## src/rtl/instr_encoder_pkg.sv

```systemverilog
// Shared RV32I encoding constants (opcodes also decoded by main_decoder), beat class codes
// and per-format bit-packing helpers for the instruction encoder.
package instr_encoder_pkg;

    localparam logic [6:0] OpLoad   = 7'b0000011;
    localparam logic [6:0] OpStore  = 7'b0100011;
    localparam logic [6:0] OpOp     = 7'b0110011;
    localparam logic [6:0] OpBranch = 7'b1100011;
    localparam logic [6:0] OpOpImm  = 7'b0010011;
    localparam logic [6:0] OpJal    = 7'b1101111;
    localparam logic [6:0] OpLui    = 7'b0110111;
    localparam logic [6:0] OpAuipc  = 7'b0010111;
    localparam logic [6:0] OpJalr   = 7'b1100111;

    localparam logic [2:0] Funct3Word = 3'b010;
    localparam logic [2:0] Funct3Jalr = 3'b000;
    localparam logic [2:0] Funct3Sll  = 3'b001;
    localparam logic [2:0] Funct3Srx  = 3'b101;

    // addi x0, x0, 0
    localparam logic [31:0] NopWord = 32'h00000013;

    typedef enum logic [3:0] {
        ClsLw     = 4'd0,
        ClsSw     = 4'd1,
        ClsR      = 4'd2,
        ClsBranch = 4'd3,
        ClsIalu   = 4'd4,
        ClsJal    = 4'd5,
        ClsLui    = 4'd6,
        ClsAuipc  = 4'd7,
        ClsJalr   = 4'd8
    } instr_cls_e;

    typedef enum logic [1:0] {
        StIdle,
        StRun,
        StDone
    } enc_state_e;

    function automatic logic cls_legal(logic [3:0] cls);
        return cls <= 4'd8;
    endfunction

    function automatic logic [31:0] pack_r(logic [6:0] funct7, logic [4:0] rs2, logic [4:0] rs1,
                                           logic [2:0] funct3, logic [4:0] rd,
                                           logic [6:0] opcode);
        return {funct7, rs2, rs1, funct3, rd, opcode};
    endfunction

    function automatic logic [31:0] pack_i(logic [11:0] imm, logic [4:0] rs1, logic [2:0] funct3,
                                           logic [4:0] rd, logic [6:0] opcode);
        return {imm, rs1, funct3, rd, opcode};
    endfunction

    function automatic logic [31:0] pack_s(logic [11:0] imm, logic [4:0] rs2, logic [4:0] rs1,
                                           logic [2:0] funct3, logic [6:0] opcode);
        return {imm[11:5], rs2, rs1, funct3, imm[4:0], opcode};
    endfunction

    function automatic logic [31:0] pack_b(logic [12:1] imm, logic [4:0] rs2, logic [4:0] rs1,
                                           logic [2:0] funct3, logic [6:0] opcode);
        return {imm[12], imm[10:5], rs2, rs1, funct3, imm[4:1], imm[11], opcode};
    endfunction

    function automatic logic [31:0] pack_u(logic [31:12] imm, logic [4:0] rd, logic [6:0] opcode);
        return {imm, rd, opcode};
    endfunction

    function automatic logic [31:0] pack_j(logic [20:1] imm, logic [4:0] rd, logic [6:0] opcode);
        return {imm[20], imm[10:1], imm[11], imm[19:12], rd, opcode};
    endfunction

endpackage

```

## src/rtl/instr_encoder_field_pack.sv

```systemverilog
// Combinational packer: symbolic instruction class plus fields to a 32-bit RV32I word.
// Immediate bits outside the chosen format are dropped; illegal classes yield a nop.
module instr_encoder_field_pack
    import instr_encoder_pkg::*;
(
    input  logic [3:0]  cls,
    input  logic [2:0]  funct3,
    input  logic        f7b5,
    input  logic [4:0]  rd,
    input  logic [4:0]  rs1,
    input  logic [4:0]  rs2,
    input  logic [31:0] imm,
    output logic [31:0] word
);

    logic [6:0]  funct7;
    logic [11:0] ialu_imm;

    assign funct7 = {1'b0, f7b5, 5'b00000};

    // Shift-immediates carry funct7 in imm[11:5] and the shift amount in imm[4:0].
    always_comb begin
        ialu_imm = imm[11:0];
        if (funct3 == Funct3Sll || funct3 == Funct3Srx) begin
            ialu_imm = {funct7, imm[4:0]};
        end
    end

    always_comb begin
        word = NopWord;
        case (instr_cls_e'(cls))
            ClsLw:     word = pack_i(imm[11:0], rs1, Funct3Word, rd, OpLoad);
            ClsSw:     word = pack_s(imm[11:0], rs2, rs1, Funct3Word, OpStore);
            ClsR:      word = pack_r(funct7, rs2, rs1, funct3, rd, OpOp);
            ClsBranch: word = pack_b(imm[12:1], rs2, rs1, funct3, OpBranch);
            ClsIalu:   word = pack_i(ialu_imm, rs1, funct3, rd, OpOpImm);
            ClsJal:    word = pack_j(imm[20:1], rd, OpJal);
            ClsLui:    word = pack_u(imm[31:12], rd, OpLui);
            ClsAuipc:  word = pack_u(imm[31:12], rd, OpAuipc);
            ClsJalr:   word = pack_i(imm[11:0], rs1, Funct3Jalr, rd, OpJalr);
            default:   word = NopWord;
        endcase
    end

endmodule

```

## src/rtl/instr_encoder.sv

```systemverilog
// Streams symbolic RV32I beats into instruction memory: each accepted beat is encoded and
// written one cycle later at the next sequential word address of the current load session.
module instr_encoder
    import instr_encoder_pkg::*;
#(
    parameter int unsigned ADDR_W    = 8,
    parameter int unsigned BASE_ADDR = 0
) (
    input  logic              clk,
    input  logic              reset,
    input  logic              start,
    input  logic              in_valid,
    output logic              in_ready,
    input  logic              in_last,
    input  logic [3:0]        in_cls,
    input  logic [2:0]        in_funct3,
    input  logic              in_f7b5,
    input  logic [4:0]        in_rd,
    input  logic [4:0]        in_rs1,
    input  logic [4:0]        in_rs2,
    input  logic [31:0]       in_imm,
    output logic              mem_we,
    output logic [ADDR_W-1:0] mem_addr,
    output logic [31:0]       mem_wdata,
    output logic              busy,
    output logic              done,
    output logic              err,
    output logic [ADDR_W:0]   count
);

    localparam logic [ADDR_W-1:0] BaseAddr = ADDR_W'(BASE_ADDR);
    localparam logic [ADDR_W-1:0] TopAddr  = '1;

    enc_state_e        state_q;
    logic [ADDR_W-1:0] ptr_q;
    logic [ADDR_W-1:0] addr_q;
    logic [31:0]       wdata_q;
    logic              we_q;
    logic              err_q;
    logic [ADDR_W:0]   count_q;

    logic [31:0] packed_word;
    logic        accept;
    logic        at_top;

    instr_encoder_field_pack u_field_pack (
        .cls    (in_cls),
        .funct3 (in_funct3),
        .f7b5   (in_f7b5),
        .rd     (in_rd),
        .rs1    (in_rs1),
        .rs2    (in_rs2),
        .imm    (in_imm),
        .word   (packed_word)
    );

    assign in_ready = (state_q == StRun) && !start;
    assign accept   = in_valid && in_ready;
    assign at_top   = (ptr_q == TopAddr);

    always_ff @(posedge clk or posedge reset) begin
        if (reset) begin
            state_q <= StIdle;
            ptr_q   <= BaseAddr;
            addr_q  <= BaseAddr;
            wdata_q <= '0;
            we_q    <= 1'b0;
            err_q   <= 1'b0;
            count_q <= '0;
        end else begin
            we_q <= accept;
            if (accept) begin
                addr_q  <= ptr_q;
                wdata_q <= packed_word;
                count_q <= count_q + (ADDR_W + 1)'(1);
                // The pointer saturates at the top word; the session ends there instead.
                if (!at_top) begin
                    ptr_q <= ptr_q + ADDR_W'(1);
                end
                if (!cls_legal(in_cls)) begin
                    err_q <= 1'b1;
                end
            end

            case (state_q)
                StIdle: ;
                StRun: begin
                    if (accept && (in_last || at_top)) begin
                        state_q <= StDone;
                        if (!in_last) begin
                            err_q <= 1'b1;
                        end
                    end
                end
                StDone: ;
                default: state_q <= StIdle;
            endcase

            // A restart leaves any already-registered write untouched so it still completes.
            if (start) begin
                state_q <= StRun;
                ptr_q   <= BaseAddr;
                count_q <= '0;
                err_q   <= 1'b0;
            end
        end
    end

    assign mem_we    = we_q;
    assign mem_addr  = addr_q;
    assign mem_wdata = wdata_q;
    assign err       = err_q;
    assign count     = count_q;
    assign done      = (state_q == StDone);
    assign busy      = (state_q == StRun) || we_q;

endmodule

```

## config.mk

```make
export PLATFORM = sky130hd
export DESIGN_NAME = instr_encoder
export DESIGN_NICKNAME = d
export VERILOG_FILES = /design/src/rtl/instr_encoder_pkg.sv /design/src/rtl/instr_encoder_field_pack.sv /design/src/rtl/instr_encoder.sv
export SDC_FILE = /design/constraint.sdc
export NUM_CORES = 1
export LEC_CHECK = 0
export ABC_AREA = 0
export ABC_CLOCK_PERIOD_IN_PS = 2600
export CAP_MARGIN = 20
export CORE_ASPECT_RATIO = 1.1
export CORE_MARGIN = 2
export CORE_UTILIZATION = 30
export DETAILED_ROUTE_END_ITERATION = 8
export HOLD_SLACK_MARGIN = 0.12
export PLACE_DENSITY = 0.65
export SYNTH_ARGS = -nofsm -noshare
export SYNTH_HDL_FRONTEND = slang
export SYNTH_HIERARCHICAL = 1
export SYNTH_SLANG_ARGS = --single-unit
```

## constraint.sdc

```tcl
create_clock -name clk -period 2.6 [get_ports clk]
set_input_delay 0.52 -clock clk [delete_from_list [all_inputs] [get_ports clk]]
set_output_delay 0.52 -clock clk [all_outputs]
set_load 0.02 [all_outputs]
```

==> run summary <==
Max Cap Viol: 0
mapped cell area: 3383 um2
Hold-fix buffers, CTS: 0
Total Power: 3.193 mW
async set-reset flop share out of synthesis: 1.000
multi-input logic area: 1690 um2
register area share after synthesis: 0.4512
Register-to-Register Path Depth: 5
Hold Path Sink: count[8]
setup TNS: 0 ns
worst slew pin tran: 0.5925 ns
boundary pin count: 114
register area: 1526 um2
vias in the first global route: 2872
first-pass GRT wire length: 15100 um
core area: 10960 um2
Adder-Cell Fraction of Synth Area: 0.007396
Die Width: 105.3 um
wire per inst: 16.32 um
EDFF count, synth: 0
post-synthesis cell type count: 56
hold path cells: 1
CTS Root Cell: clkbuf_16
GRT Total Usage: 0.1613
final hold viol count: 0
Worst setup SP type: primary input
Cell Count, Final, Fillers Out: 575
largest family of logic cells by synthesized area: multiplexers
WP data arrival: 1.73 ns
GPL Wtd Cong: 0.9331
GRT overflow: 0
# H-tree levels: 3
Post-DP HPWL: 7184 um
simple-gate share of the synthesized area: 0.1479
total CTS buffers: 9
predominant post-synthesis flop cell: dfrtp_1
compound-gate portion of the synthesized area: 0.1383
Initial Util: 0.3087
hold path startpoint: count[8]
final worst slack: 0.3486 ns
Max stage delay on crit path: 0.61 ns
Reg-to-Reg Start: ptr_q[0]
number of port buffers: 113
Die ar.: 12140 um2
Area Growth Syn to Fin: 48.59%
mux share of post-synthesis cell area: 0.1727
Cells after Synth: 299
final WL: 9386 um
reg2reg setup slack: 0.92 ns
drt first pass iters: 5
Final Max Slew Viols: 0
critical path type: primary input to primary output
clk_lat worst skew: 0.32 ns
Worst-path clk slew: 0.05 ns
Fillers: 1009
PD cells: 635.2 nW/um2
DP Cell Count: 559
Final nets: 485
syn avg cell area: 11.32 um2
largest net degree at the start of global routing: 28
clock buffer depth: 2
post-synthesis xor/xnor area fraction: 0.03107
Leakage: 2.181 nW
unrepaired setup endpoints after global routing: no
Ys Warns: 6
period utilization: 0.8659
Max VDD drop: 0.3586 mV
DR vias/cell: 4.950
final setup vio count: 0
cell row count: 40
Critical Path RT: 2.08 ns
n_diodes: 0
Worst R2R End: state_q[0]
CTS tree: done
final worst path period need: 2.251 ns
# Post-CTS Setup Buffers: 0
Critical path buffers and inverters: 2
status: finished clean
clk sinks: 61
Resize count post-CTS: 0
largest delay contributor family on the critical path: buffers and inverters
height of the die: 115.4 um
Critical-path top delay cell: clkdlybuf4s50_1
crit end category: primary output
cell repeated most along the worst path: clkdlybuf4s50_1
share of layout cells above drive strength 1: 0.2009
worst path cell trace: clkdlybuf4s50_1 -> nor2_1 -> clkdlybuf4s50_1
Worst Path Max Fanout: 3
initial antenna violation count: 0
via count: 2846
worst min path class: register to register
Iter 0 DRT Violations: 145
DRC violations left: 0
Layout Skew: 0.003116 ns
Seq cells post-synth: 61
remaining antenna violation count: 0
Slew HR: 0.6044
Fmax: 0.4442 GHz
post-place setup slack: 0.09491 ns
power by group:
group | internal [mW] | total, mW | switching (mW)
Combinational | 0.492 | 0.891 | 0.398
Clock | 0.739 | 1.16 | 0.419
Sequential | 1.07 | 1.14 | 0.0727
Total | 2.30 | 3.19 | 0.890
placed cells by master, fill, tap and decap left out, drive strengths merged, types with 3 or more instances in the layout:
master | netlist | routed
dfrtp | 61 | 61
nor3b | 3 | 3
nand2b | 8 | 8
a22o | 17 | 17
o31ai | 4 | 4
mux2 | 42 | 42
inv | 8 | 8
nor3 | 6 | 6
a222oi | 4 | 4
nand4 | 3 | 3
clkinv | 0 | 3
o211ai | 4 | 4
nand3 | 6 | 6
mux2i | 4 | 4
clkdlybuf4s50 | 0 | 113
nor2 | 28 | 28
xor2 | 11 | 11
a31oi | 4 | 4
and3 | 3 | 3
a21oi | 11 | 11
nand2 | 10 | 10
clkbuf | 4 | 10
nor2b | 6 | 6
buf | 15 | 18
o21ai | 8 | 8
cells by family (layout without fill, tap and decap cells):
family          count (synthesis)  in the layout
flops                          61             61
compound gates                 63             63
other cells                     1              2
simple gates                   87             87
buf+inv                        27            155
xor+xnor                       12             12
fa+ha+maj                       2              2
mux                            46             46
registers in the layout (all words and copies together), names as in the netlist:
register,cells
err,1
mem_addr,8
ptr_q,8
mem_we,1
mem_wdata,32
state_q,2
count,9
per-layer routing:
metal	track usage	vias to the layer above	routed length [um]	share of wire
li1	-	1351	-	-
met1	0.1969	1386	4008	0.43
met2	0.2641	91	4543	0.48
met3	0.03968	18	519	0.055
met4	0.08622	0	315	0.034
met5	0	-	0	0
through the flow:
stage	hold slack [ns]	cell area (um2)	util
after CTS	0.4864	5027	0.4587
after global routing	0.5071	5027	0.4587
after floorplan	0.5334	3387	-
after global placement	0.4742	4735	0.4320
final	0.4948	5027	0.4587
after detailed placement	0.4792	4735	0.4320
worst max path at each step:
stage | slack, ns | startpoint | depth (start not counted) | to
final | 0.35 | start | 3 | in_ready
after floorplan | 0.57 | reset | 1 | count[0]
after global routing | 0.31 | start | 3 | in_ready
after global placement | 0.15 | in_cls[0] | 6 | mem_wdata[28]
after CTS | 0.35 | start | 3 | in_ready
after detailed placement | 0.09 | in_cls[0] | 6 | mem_wdata[26]
area by class of cell:
cell class	instances	area share
clock inverter	6	0.01269
multi-input combinational	212	0.3362
inverter	8	0.005973
sequential	61	0.3036
timing repair buffer	131	0.2593
clock buffer	10	0.04555
tap	147	0.03659
cell usage after synthesis (5+ instances only):
cell type / count / share of area
a21oi_1: 11 / 0.016
a22o_1: 17 / 0.044
buf_4: 7 / 0.016
dfrtp_1: 61 / 0.45
inv_1: 8 / 0.0089
mux2_2: 23 / 0.077
mux2_4: 19 / 0.084
nand2_1: 10 / 0.011
nand2b_1: 7 / 0.013
nand3_1: 6 / 0.0089
nor2_1: 28 / 0.031
nor2b_1: 6 / 0.011
nor3_1: 5 / 0.0074
o21ai_0: 6 / 0.0089
xor2_1: 11 / 0.028
Power figures use the tool's default switching activity.
